===== src/rtl/ctrl_pkg.sv =====
// Shared definitions for the accumulator-machine controller: FSM states,
// opcodes, ALU and write-back encodings, and the control word layout.
package ctrl_pkg;

  typedef enum logic [3:0] {
    S_IDLE    = 4'd0,
    S_FETCH   = 4'd1,
    S_DECODE  = 4'd2,
    S_FETCH2  = 4'd3,
    S_LD_MEM  = 4'd4,
    S_ST_MEM  = 4'd5,
    S_JMP     = 4'd6,
    S_ALUM_EX = 4'd7,
    S_ALU_WB  = 4'd8,
    S_RR_EX   = 4'd9,
    S_RR_WB   = 4'd10,
    S_MOV     = 4'd11,
    S_HALT    = 4'd12
  } state_t;

  localparam logic [3:0] OP_LD   = 4'b0000;
  localparam logic [3:0] OP_ST   = 4'b0010;
  localparam logic [3:0] OP_JMP  = 4'b0100;
  localparam logic [3:0] OP_ALUM = 4'b0110;
  localparam logic [3:0] OP_ADD  = 4'b1000;
  localparam logic [3:0] OP_SUB  = 4'b1001;
  localparam logic [3:0] OP_AND  = 4'b1010;
  localparam logic [3:0] OP_NOT  = 4'b1011;
  localparam logic [3:0] OP_MOV  = 4'b1100;
  localparam logic [3:0] OP_NOP  = 4'b1101;
  localparam logic [3:0] OP_HLT  = 4'b1111;

  localparam logic [1:0] ALU_ADD = 2'b00;
  localparam logic [1:0] ALU_SUB = 2'b01;
  localparam logic [1:0] ALU_AND = 2'b10;
  localparam logic [1:0] ALU_NOT = 2'b11;

  localparam logic [1:0] ROM_MEM = 2'b00;
  localparam logic [1:0] ROM_ALU = 2'b01;
  localparam logic [1:0] ROM_ACJ = 2'b10;

  typedef struct packed {
    logic       halt;
    logic       pc_write;
    logic       jmp;
    logic       mem_read;
    logic       mem_write;
    logic       iod;
    logic       ld_di;
    logic       lir;
    logic       ltr;
    logic       reg_sel;
    logic       b_sel;
    logic       reg_write;
    logic       pc_sel;
    logic       ld_c;
    logic       ld_n;
    logic       ld_z;
    logic       write_sel;
    logic [1:0] alu_op;
    logic [1:0] reg_or_mem;
  } ctrl_t;

endpackage


===== src/rtl/ctrl_outdec.sv =====
// Combinational state-to-control decoder. Every field defaults to 0, so
// IDLE and any illegal state code yield an all-zero control word.
module ctrl_outdec
  import ctrl_pkg::*;
(
  input  state_t     i_state,
  input  logic [1:0] i_rr_aluop,
  output ctrl_t      o_ctrl
);

  always_comb begin
    o_ctrl = '0;
    case (i_state)
      S_FETCH: begin
        o_ctrl.mem_read = 1'b1;
        o_ctrl.lir      = 1'b1;
        o_ctrl.pc_write = 1'b1;
      end
      S_DECODE: o_ctrl.ld_di = 1'b1;
      S_FETCH2: begin
        o_ctrl.mem_read = 1'b1;
        o_ctrl.ltr      = 1'b1;
        o_ctrl.pc_write = 1'b1;
      end
      S_LD_MEM: begin
        o_ctrl.iod        = 1'b1;
        o_ctrl.mem_read   = 1'b1;
        o_ctrl.reg_write  = 1'b1;
        o_ctrl.reg_or_mem = ROM_MEM;
      end
      S_ST_MEM: begin
        o_ctrl.iod       = 1'b1;
        o_ctrl.mem_write = 1'b1;
      end
      S_JMP: begin
        o_ctrl.jmp    = 1'b1;
        o_ctrl.pc_sel = 1'b1;
      end
      S_ALUM_EX: begin
        o_ctrl.iod      = 1'b1;
        o_ctrl.mem_read = 1'b1;
        o_ctrl.b_sel    = 1'b1;
        o_ctrl.alu_op   = ALU_ADD;
        o_ctrl.ld_c     = 1'b1;
        o_ctrl.ld_n     = 1'b1;
        o_ctrl.ld_z     = 1'b1;
      end
      S_ALU_WB: begin
        o_ctrl.reg_write  = 1'b1;
        o_ctrl.reg_or_mem = ROM_ALU;
      end
      // The only state whose outputs depend on an input
      S_RR_EX: begin
        o_ctrl.reg_sel = 1'b1;
        o_ctrl.alu_op  = i_rr_aluop;
        o_ctrl.ld_c    = 1'b1;
        o_ctrl.ld_n    = 1'b1;
        o_ctrl.ld_z    = 1'b1;
      end
      S_RR_WB: begin
        o_ctrl.reg_write  = 1'b1;
        o_ctrl.reg_or_mem = ROM_ALU;
        o_ctrl.write_sel  = 1'b1;
      end
      S_MOV: begin
        o_ctrl.reg_write  = 1'b1;
        o_ctrl.reg_or_mem = ROM_ACJ;
        o_ctrl.write_sel  = 1'b1;
      end
      S_HALT:  o_ctrl.halt = 1'b1;
      default: o_ctrl = '0;
    endcase
  end

endmodule


===== src/rtl/controller.sv =====
// Multi-cycle Moore controller for the 8-bit accumulator datapath: state
// register and next-state logic; output decoding lives in ctrl_outdec.
module controller
  import ctrl_pkg::*;
(
  input  logic       clk,
  input  logic       rst,
  input  logic [3:0] OpCode,
  output logic       Halt,
  output logic       PCWrite,
  output logic       Jmp,
  output logic       MemRead,
  output logic       MemWrite,
  output logic       IOD,
  output logic       LdDI,
  output logic       LIR,
  output logic       LTR,
  output logic       RegSel,
  output logic       BSel,
  output logic       RegWrite,
  output logic       PcSel,
  output logic       LdC,
  output logic       LdN,
  output logic       LdZ,
  output logic       WriteSel,
  output logic [1:0] AluOp,
  output logic [1:0] RegOrMem
);

  state_t r_state;
  state_t w_next;
  logic   r_rst_hold;
  ctrl_t  w_ctrl;

  // r_rst_hold keeps IDLE for one extra edge after reset release so the
  // first FETCH lands on the second rising edge with rst low.
  always_ff @(posedge clk or posedge rst) begin
    if (rst) begin
      r_state    <= S_IDLE;
      r_rst_hold <= 1'b1;
    end else begin
      r_state    <= w_next;
      r_rst_hold <= 1'b0;
    end
  end

  always_comb begin
    w_next = S_IDLE;
    case (r_state)
      S_IDLE:   w_next = r_rst_hold ? S_IDLE : S_FETCH;
      S_FETCH:  w_next = S_DECODE;
      S_DECODE: begin
        casez (OpCode)
          4'b0???: w_next = S_FETCH2;
          4'b10??: w_next = S_RR_EX;
          OP_MOV:  w_next = S_MOV;
          OP_HLT:  w_next = S_HALT;
          default: w_next = S_FETCH;
        endcase
      end
      S_FETCH2: begin
        case (OpCode[3:1])
          OP_LD[3:1]:   w_next = S_LD_MEM;
          OP_ST[3:1]:   w_next = S_ST_MEM;
          OP_JMP[3:1]:  w_next = S_JMP;
          OP_ALUM[3:1]: w_next = S_ALUM_EX;
          default:      w_next = S_FETCH;
        endcase
      end
      S_LD_MEM:  w_next = S_FETCH;
      S_ST_MEM:  w_next = S_FETCH;
      S_JMP:     w_next = S_FETCH;
      S_ALUM_EX: w_next = S_ALU_WB;
      S_ALU_WB:  w_next = S_FETCH;
      S_RR_EX:   w_next = S_RR_WB;
      S_RR_WB:   w_next = S_FETCH;
      S_MOV:     w_next = S_FETCH;
      S_HALT:    w_next = S_HALT;
      default:   w_next = S_IDLE;
    endcase
  end

  ctrl_outdec u_outdec (
    .i_state    (r_state),
    .i_rr_aluop (OpCode[1:0]),
    .o_ctrl     (w_ctrl)
  );

  assign Halt     = w_ctrl.halt;
  assign PCWrite  = w_ctrl.pc_write;
  assign Jmp      = w_ctrl.jmp;
  assign MemRead  = w_ctrl.mem_read;
  assign MemWrite = w_ctrl.mem_write;
  assign IOD      = w_ctrl.iod;
  assign LdDI     = w_ctrl.ld_di;
  assign LIR      = w_ctrl.lir;
  assign LTR      = w_ctrl.ltr;
  assign RegSel   = w_ctrl.reg_sel;
  assign BSel     = w_ctrl.b_sel;
  assign RegWrite = w_ctrl.reg_write;
  assign PcSel    = w_ctrl.pc_sel;
  assign LdC      = w_ctrl.ld_c;
  assign LdN      = w_ctrl.ld_n;
  assign LdZ      = w_ctrl.ld_z;
  assign WriteSel = w_ctrl.write_sel;
  assign AluOp    = w_ctrl.alu_op;
  assign RegOrMem = w_ctrl.reg_or_mem;

endmodule


===== config.mk =====
export PLATFORM = sky130hd
export DESIGN_NAME = controller
export DESIGN_NICKNAME = d
export VERILOG_FILES = /design/src/rtl/ctrl_pkg.sv /design/src/rtl/ctrl_outdec.sv /design/src/rtl/controller.sv
export SDC_FILE = /design/constraint.sdc
export NUM_CORES = 1
export LEC_CHECK = 0
export ABC_AREA = 1
export ABC_CLOCK_PERIOD_IN_PS = 1100
export CELL_PAD_IN_SITES_DETAIL_PLACEMENT = 0
export CELL_PAD_IN_SITES_GLOBAL_PLACEMENT = 1
export CORE_MARGIN = 8
export CORE_UTILIZATION = 20
export CTS_CLUSTER_DIAMETER = 80
export DETAILED_ROUTE_END_ITERATION = 16
export PLACE_DENSITY = 0.73
export SYNTH_ARGS = -nofsm -noshare
export SYNTH_HDL_FRONTEND = slang
export SYNTH_SLANG_ARGS = --single-unit

===== constraint.sdc =====
create_clock -name clk -period 1.1 [get_ports clk]
set_input_delay 0.165 -clock clk [delete_from_list [all_inputs] [get_ports clk]]
set_output_delay 0.165 -clock clk [all_outputs]
set_load 0.03 [all_outputs]

==> impl_metrics.env, run 1 <==
export IMPL_period_needed_ns=1.459
export IMPL_syn_area_um2=449.2
export IMPL_grt_overflow=0
export IMPL_drive_above_1_share=0.6202
export IMPL_layout_commonest_cell="buf_4"
export IMPL_grt_max_degree=8
export IMPL_via_count=647
export IMPL_dr_pass1_iters=4
export IMPL_p_leak_nw=0.5379
export IMPL_max_stage_delay_ns=0.42
export IMPL_cp_startpoint="r_state[3]"
export IMPL_setup_viol=25
export IMPL_synth_nets=83
export IMPL_vdd_drop_max_uv=1343
export IMPL_dieArea_um2=4018
export IMPL_ys_types=14
export IMPL_dp_hpwl_um=1373
export IMPL_final_nets=136
export IMPL_ctsLongestPathBuffers=2
export IMPL_ys_warn_count=0
export IMPL_place_congestion=0.7694
export IMPL_r2r_start="r_state[1]"
export IMPL_placed_cells=148
export IMPL_cts_sinks=5
export IMPL_die_y_um=63.39
export IMPL_die_w_um=63.39
export IMPL_p_sw_mw=1.416
export IMPL_path_clk_slew_ns=0.05
export IMPL_clkPwrFrac=0.077
export IMPL_rsz0062_at_grt="true"
export IMPL_yosys_area_top_type="dfrtp_1"
export IMPL_cts_htree_levels=1
export IMPL_fin_ws_ns=-0.3591
export IMPL_failed_checks="setup timing"
export IMPL_ys_ff_latch=5
export IMPL_power_mw=2.790
export IMPL_fin_worst_skew_ns=0.003745
export IMPL_seq_area_frac_synth=0.2813
export IMPL_path_cells="inv_2, nand2_4, nor2_4, nor2_4, inv_2, buf_6"
export IMPL_numCtsBuffers=3
export IMPL_coreArea_um2=2170
export IMPL_post_route_period_util=1.326
export IMPL_multiInputGateArea_um2=351.6
export IMPL_critPathLaunchType="flip-flop"
export IMPL_drtAntennaViolNets=0
export IMPL_num_rows=17
export IMPL_post_drt_wl_per_cell_um=10.62
export IMPL_netlist_instances=77
export IMPL_drt_iter0_drc=5
export IMPL_p_comb_frac=0.794
export IMPL_finalHoldViolCount=0
export IMPL_status="complete, but fails checks"
export IMPL_initial_core_util=0.2070
export IMPL_finish_utilization=0.4781
export IMPL_seqPwrFrac=0.129
export IMPL_cap_violations=0
export IMPL_clock_fmax_mhz=685.3
export IMPL_wl_um=1667
export IMPL_critPathMaxFanout=5
export IMPL_drc_errors=0
export IMPL_regArea_um2=127.6
export IMPL_design_area_um2=1037
export IMPL_nFillCells=228
export IMPL_insertion_delay_ns=0.24
export IMPL_track_usage=0.08324
export IMPL_slowest_stage="dfrtp_1"
export IMPL_antenna_found_initial=0
export IMPL_crit_type="reg -> out"
export IMPL_final_cell_mix="31 x buf_4, 15 x buf_6, 11 x nand2_1, 10 x nand3_1"
export IMPL_area_growth_pct=130.9
export IMPL_hp_class="in -> async"
export IMPL_vias_per_cell=4.121
export IMPL_netSwitchingFraction=0.5074
export IMPL_port_buffers=26
export IMPL_p_per_area_nw_per_um2=2690
export IMPL_clock_root_buffer="clkbuf_4"
export IMPL_grt_pass1_wl_um=2732
export IMPL_crit_path_end_kind="output pin"
export IMPL_grt_pass1_vias=666
export IMPL_ios=27
export IMPL_timing_hold_ws_ns=0.1082
export IMPL_internal_power_mw=1.375
export IMPL_final_cells=157
export IMPL_synthTopCellsByArea="dfrtp_1 22%, nor2_1 16%, nand2_1 14%"
export IMPL_cp_required_ns=0.94
export IMPL_dpl_cell_area_um2=868.3
export IMPL_final_max_slew_viol_count=0
export IMPL_n_antenna_cell=0
export IMPL_synth_top_area_frac=0.2228
export IMPL_critPathArrivalTime_ns=1.29
export IMPL_synth_avg_cell_area_um2=5.834
export IMPL_cts_tree="built"
## synthesized netlist by cell type
cell type  count
dfrtp_1        4
nand2_1       17
nor3_2         1
conb_1         1
nor2_1        19
dfstp_2        1
nand3_1       10
buf_4          3
o21ai_0        1
a21oi_1        1
inv_1         12
nand2_2        2
nor2_2         3
nand3b_1       2
## per-stage QoR
stage / TNS (ns) / setup WS [ns]
floorplan: -2.422 / -0.2913
global placement: -2.060 / -0.1588
detailed placement: -2.171 / -0.1630
CTS: -6.894 / -0.3488
global route: -8.978 / -0.4396
finish: -7.048 / -0.3591
## layout make-up
class / instances / share of cell area
Clock buffer: 4 / 0.02533
Tap cell: 28 / 0.03378
Sequential cell: 5 / 0.1230
Inverter: 12 / 0.04343
Timing Repair Buffer: 51 / 0.4355
Multi-Input combinational cell: 57 / 0.3390
## metal layers
metal / share of wire / global-route usage
met1: 0.37 / 0.08089
met2: 0.55 / 0.1483
met3: 0.063 / 0.02827
met4: 0.010 / 0.05014
met5: 0 / 0
## final timing paths
path | end | slack, ns | cells past startpoint
max in group asynchronous | r_rst_hold | 0.75 | 2
worst min-delay path | r_state[1] | 0.11 | 2
worst max-delay path | LdC | -0.36 | 6
min in group clk | r_state[3] | 0.62 | 3
worst max register to register | r_state[0] | -0.13 | 8
worst min register to register | r_state[0] | 0.68 | 4
## power groups by stage
stage / Clock, mW / Combinational, mW / Sequential, mW
after floorplan: 0 / 1.12 / 0.330
after global routing: 0.238 / 2.37 / 0.370
final: 0.215 / 2.22 / 0.360
after CTS: 0.218 / 2.14 / 0.351
after global placement: 0 / 1.89 / 0.337
after detailed placement: 0 / 1.90 / 0.339
## flip-flops by register name, summed over array words and instances (netlist names)
name and cells:
r_state 4, r_rst_hold 1
## kinds of logic after synthesis
kind of cell | after synthesis | share of synthesized area
and+or+nand+nor | 54 | 0.5376
buffers and inverters | 15 | 0.1504
DFF | 5 | 0.2814
AOI/OAI and AO/OA | 2 | 0.02226
other | 1 | 0.008349
## worst max-delay path: cells and delay by family, from the launching register on
kind                   cells  cell delay, ns
AND/OR/NAND/NOR            3            0.28
flip-flops                 1            0.42
buffers and inverters      3            0.33
## timing repair
| item | in CTS | in global routing |
|---|---|---|
| gates resized for setup | 22 | 9 |
| hold buffers | 0 | 0 |
| endpoints found under the setup margin | 25 | 25 |
| buffers inserted | 3 | 2 |
| endpoints found under the hold margin | 0 | 0 |
| pin swaps | 3 | 1 |
(Power assumes the default switching activity.)
==> run 2, diff against run 1 <==
--- a/config.mk
+++ b/config.mk
@@ -14,6 +14,7 @@
 export CTS_CLUSTER_DIAMETER = 80
 export DETAILED_ROUTE_END_ITERATION = 16
 export PLACE_DENSITY = 0.73
+export REMOVE_ABC_BUFFERS = 1
 export SYNTH_ARGS = -nofsm -noshare
 export SYNTH_HDL_FRONTEND = slang
 export SYNTH_SLANG_ARGS = --single-unit
==> run 2 against run 1 <==
The flow still finishes with violations (setup timing). Via count rose by 8.7%. Fmax fell by 1.8%. Power rose by 17%. Largest power group unchanged. First-iteration DRC count rose to 3.0 times the previous value. Combinational power rose by 21%. Hold slack improved by 0.021 ns.
==> impl_metrics.env, run 2 (synthesized netlist as in run 1, its figures left out) <==
export IMPL_final_nets=145
export IMPL_coreArea_um2=2170
export IMPL_timing_hold_ws_ns=0.1294
export IMPL_via_count=703
export IMPL_track_usage=0.08865
export IMPL_critPathArrivalTime_ns=1.32
export IMPL_post_drt_wl_per_cell_um=11.81
export IMPL_finalHoldViolCount=0
export IMPL_crit_path_end_kind="output pin"
export IMPL_ios=27
export IMPL_pre_cts_ws_ns=-0.1861
export IMPL_period_needed_ns=1.485
export IMPL_cts_htree_levels=1
export IMPL_clock_root_buffer="clkbuf_4"
export IMPL_r2r_start="r_state[1]"
export IMPL_insertion_delay_ns=0.24
export IMPL_die_y_um=63.39
export IMPL_failed_checks="setup timing"
export IMPL_power_mw=3.264
export IMPL_layout_commonest_cell="buf_4"
export IMPL_crit_type="reg -> out"
export IMPL_dr_pass1_iters=2
export IMPL_port_buffers=26
export IMPL_dpl_cell_area_um2=834.6
export IMPL_regMostFlops="r_state"
export IMPL_cts_tree="built"
export IMPL_clock_fmax_mhz=673.3
export IMPL_final_max_slew_viol_count=0
export IMPL_grt_max_degree=8
export IMPL_antenna_found_initial=0
export IMPL_p_leak_nw=0.5938
export IMPL_grt_pass1_vias=704
export IMPL_numCtsBuffers=3
export IMPL_reg_top3="r_state x4, r_rst_hold x1"
export IMPL_rsz0062_at_grt="true"
export IMPL_largest_reg_flops=4
export IMPL_dp_hpwl_um=1381
export IMPL_r2r_end="r_state[3]"
export IMPL_r2r_slack_ns=-0.16
export IMPL_cp_required_ns=0.94
export IMPL_fin_ws_ns=-0.3853
export IMPL_post_route_period_util=1.350
export IMPL_drtAntennaViolNets=0
export IMPL_n_antenna_cell=0
export IMPL_num_rows=17
export IMPL_cts_sinks=5
export IMPL_dieArea_um2=4018
export IMPL_ctsHoldBuffers=0
export IMPL_design_area_um2=1187
export IMPL_setup_viol=25
export IMPL_initial_core_util=0.2070
export IMPL_ctsLongestPathBuffers=2
export IMPL_fin_worst_skew_ns=0.003252
export IMPL_die_w_um=63.39
export IMPL_grt_pass1_wl_um=2973
export IMPL_vdd_drop_max_uv=1407
export IMPL_vias_per_cell=4.235
export IMPL_hp_class="in -> async"
export IMPL_drt_iter0_drc=15
export IMPL_r2r_cells=6
export IMPL_critPathLaunchType="flip-flop"
export IMPL_drive_above_1_share=0.6812
export IMPL_final_cell_mix="29 x buf_4, 26 x buf_6, 11 x nand2_1, 9 x nor2_4, 8 x nand3_1"
export IMPL_grt_overflow=0
export IMPL_p_per_area_nw_per_um2=2749
export IMPL_path_clk_slew_ns=0.04
export IMPL_cap_violations=0
export IMPL_drc_errors=0
export IMPL_place_congestion=0.8129
export IMPL_cp_startpoint="r_state[1]"
export IMPL_critPathMaxFanout=4
export IMPL_status="complete, but fails checks"
export IMPL_wl_um=1961
export IMPL_area_growth_pct=164.3
==> run 2: routing by layer <==
layer,global-route usage,vias to the layer above,share of wire
li1,-,353,-
met1,0.08190,326,0.37
met2,0.1686,20,0.57
met3,0.02120,4,0.045
met4,0.05571,0,0.018
met5,0,-,0
==> run 2: critical path, cell delays in order, from the launching register on <==
cell and delay [ns]:
dfrtp_1 0.42, buf_4 0.16, nor2_4 0.13, nand3_1 0.12, nand2_2 0.12, buf_6 0.14
==> run 2: cell type report <==
class,instances,area (µm²)
sequential,5,128.9
multi-input combinational,57,389.1
tap,28,35.03
clock buffer,4,26.28
timing repair buffer,60,560.5
inverter,12,47.55
fill,206,982.2
==> run 2: power breakdown <==
group | internal, mW | switching (mW)
registers | 0.258 | 0.111
logic | 1.27 | 1.42
clock network | 0.137 | 0.0669
==> run 2: through the flow <==
| stage | TNS [ns] | util | cells |
|---|---|---|---|
| final | -6.894 | 0.5473 | 166 |
| after global routing | -7.976 | 0.5473 | 166 |
| after CTS | -6.686 | 0.4942 | 161 |
| after detailed placement | -2.441 | 0.3847 | 150 |
| after global placement | -2.434 | 0.3847 | 150 |
| after floorplan | -5.624 | - | 74 |
==> run 2: worst max path at each step <==
| stage | end | slack [ns] | cells past startpoint |
|---|---|---|---|
| after CTS | AluOp[0] | -0.33 | 6 |
| after global placement | LdZ | -0.20 | 6 |
| after detailed placement | LdN | -0.19 | 6 |
| after global routing | RegWrite | -0.42 | 5 |
| final | RegWrite | -0.39 | 5 |
| after floorplan | LdC | -0.64 | 5 |
==> run 2: timing repair <==
| action | CTS | global route |
|---|---|---|
| resized for setup | 49 | 23 |
| endpoints found under the setup margin | 25 | 25 |
| pin swaps | 6 | 7 |
| gates cloned | 0 | 0 |
| setup buffers | 7 | 5 |
==> run 3, diff against run 2 <==
--- a/config.mk
+++ b/config.mk
@@ -14,6 +14,7 @@
 export CTS_CLUSTER_DIAMETER = 80
 export DETAILED_ROUTE_END_ITERATION = 16
 export PLACE_DENSITY = 0.73
+export RECOVER_POWER = 50
 export REMOVE_ABC_BUFFERS = 1
 export SYNTH_ARGS = -nofsm -noshare
 export SYNTH_HDL_FRONTEND = slang
==> run 3 against run 2 <==
The flow still finishes with violations (setup timing). Sequential share of layout area did not move. Largest power group unchanged. Final cell count did not move. Power hardly changed. Non-clock buffer count unchanged.
==> impl_metrics.env, run 3 (synthesized netlist as in run 1, its figures left out) <==
export IMPL_insertion_delay_ns=0.24
export IMPL_place_congestion=0.8129
export IMPL_seqPwrFrac=0.113
export IMPL_crit_type="reg -> out"
export IMPL_cts_htree_levels=1
export IMPL_grt_overflow=0
export IMPL_port_buffers=26
export IMPL_finalHoldViolCount=0
export IMPL_p_leak_nw=0.5941
export IMPL_p_comb_frac=0.824
export IMPL_wl_um=1961
export IMPL_drive_above_1_share=0.6812
export IMPL_crit_path_end_kind="output pin"
export IMPL_drc_errors=0
export IMPL_cap_violations=0
export IMPL_n_antenna_cell=0
export IMPL_clock_root_buffer="clkbuf_4"
export IMPL_ios=27
export IMPL_timing_hold_ws_ns=0.2661
export IMPL_coreArea_um2=2170
export IMPL_grt_max_degree=8
export IMPL_drt_iter0_drc=15
export IMPL_vias_per_cell=4.235
export IMPL_critPathArrivalTime_ns=1.32
export IMPL_antenna_found_initial=0
export IMPL_track_usage=0.08865
export IMPL_die_w_um=63.39
export IMPL_rsz0062_at_grt="true"
export IMPL_cts_tree="built"
export IMPL_initial_core_util=0.2070
export IMPL_layout_commonest_cell="buf_4"
export IMPL_dr_pass1_iters=2
export IMPL_netSwitchingFraction=0.4896
export IMPL_p_sw_mw=1.598
export IMPL_fin_ws_ns=-0.3853
export IMPL_dieArea_um2=4018
export IMPL_vdd_drop_max_uv=1407
export IMPL_cp_required_ns=0.94
export IMPL_final_cell_mix="29 x buf_4, 26 x buf_6, 11 x nand2_1, 9 x nor2_4, 8 x nand3_1"
export IMPL_via_count=703
export IMPL_final_max_slew_viol_count=0
export IMPL_nFillCells=206
export IMPL_period_needed_ns=1.485
export IMPL_num_rows=17
export IMPL_grt_pass1_vias=704
export IMPL_numCtsBuffers=3
export IMPL_largest_reg_flops=4
export IMPL_regMostFlops="r_state"
export IMPL_ctsLongestPathBuffers=2
export IMPL_critPathLaunchType="flip-flop"
export IMPL_drtAntennaViolNets=0
export IMPL_dp_hpwl_um=1381
export IMPL_path_clk_slew_ns=0.04
export IMPL_post_route_period_util=1.350
export IMPL_area_growth_pct=164.3
export IMPL_cts_sinks=5
export IMPL_post_drt_wl_per_cell_um=11.81
export IMPL_pre_cts_ws_ns=-0.1861
export IMPL_die_y_um=63.39
export IMPL_setup_viol=25
export IMPL_ctsHoldBuffers=0
export IMPL_failed_checks="setup timing"
export IMPL_status="complete, but fails checks"
export IMPL_internal_power_mw=1.666
export IMPL_hp_class="in -> async"
export IMPL_power_mw=3.263
export IMPL_fin_worst_skew_ns=0.003252
export IMPL_finish_utilization=0.5473
export IMPL_p_per_area_nw_per_um2=2748
export IMPL_clkPwrFrac=0.062
export IMPL_reg_top3="r_state x4, r_rst_hold x1"
export IMPL_grt_pass1_wl_um=2973
export IMPL_critPathMaxFanout=4
export IMPL_final_nets=145
export IMPL_clock_fmax_mhz=673.3
==> run 3: cell count changes in the layout (fill, tap and decap cells not counted), sizes merged <==
cell           before  now
dlygate4sd3         0    1
clkdlybuf4s50       5    4
==> run 3: what timing repair did <==
action | 4_1_cts | 5_1_grt
cloned | 0 | 0
gates resized for setup | 49 | 23
buffers inserted | 7 | 5
pin swaps | 6 | 7
endpoints found under the setup margin | 25 | 25
==> run 3: path summary, 6_finish.rpt <==
path / startpoint / end / slack [ns] / cells past startpoint
max in group asynchronous: rst / r_rst_hold / 0.60 / 2
setup reg to reg: r_state[1] / r_state[3] / -0.16 / 6
setup / recovery: r_state[1] / RegWrite / -0.39 / 5
min in group clk: OpCode[2] / r_state[2] / 0.65 / 5
hold / removal: rst / r_state[1] / 0.27 / 2
hold reg to reg: r_rst_hold / r_state[0] / 0.69 / 4
==> run 3: routing by layer <==
metal	part of all wire	up-vias	global-route usage	routed length, µm
met1	0.37	326	0.08190	724
met4	0.018	0	0.05571	36
li1	-	353	-	-
met5	0	-	0	0
met3	0.045	4	0.02120	89
met2	0.57	20	0.1686	1111
==> run 3: cell type report <==
class                           count  area (µm²)  area share
Tap cell                           28       35.03     0.02950
Sequential cell                     5       128.9      0.1085
Multi-Input combinational cell     57       389.1      0.3277
Clock buffer                        4       26.28     0.02213
Timing Repair Buffer               60       560.5      0.4721
Inverter                           12       47.55     0.04004
==> run 3: power by group through the flow <==
stage | Combinational [mW] | Sequential, mW | Clock [mW]
2_1_floorplan | 0.945 | 0.319 | 0
3_3_place_gp | 1.79 | 0.328 | 0
3_5_place_dp | 1.79 | 0.326 | 0
4_1_cts | 2.36 | 0.352 | 0.211
5_1_grt | 2.86 | 0.378 | 0.216
6_report | 2.69 | 0.369 | 0.204
==> run 3: worst max-delay path, cell delays in order (launching register included) <==
cell,delay (ns)
dfrtp_1,0.42
buf_4,0.16
nor2_4,0.13
nand3_1,0.12
nand2_2,0.12
buf_6,0.14
==> run 3: through the flow <==
step / instance area, µm² / std cells / TNS, ns
final: 1187 / 166 / -6.894
after global routing: 1187 / 166 / -7.976
after CTS: 1072 / 161 / -6.686
after global placement: 834.6 / 150 / -2.434
after detailed placement: 834.6 / 150 / -2.441
after floorplan: 426.7 / 74 / -5.624
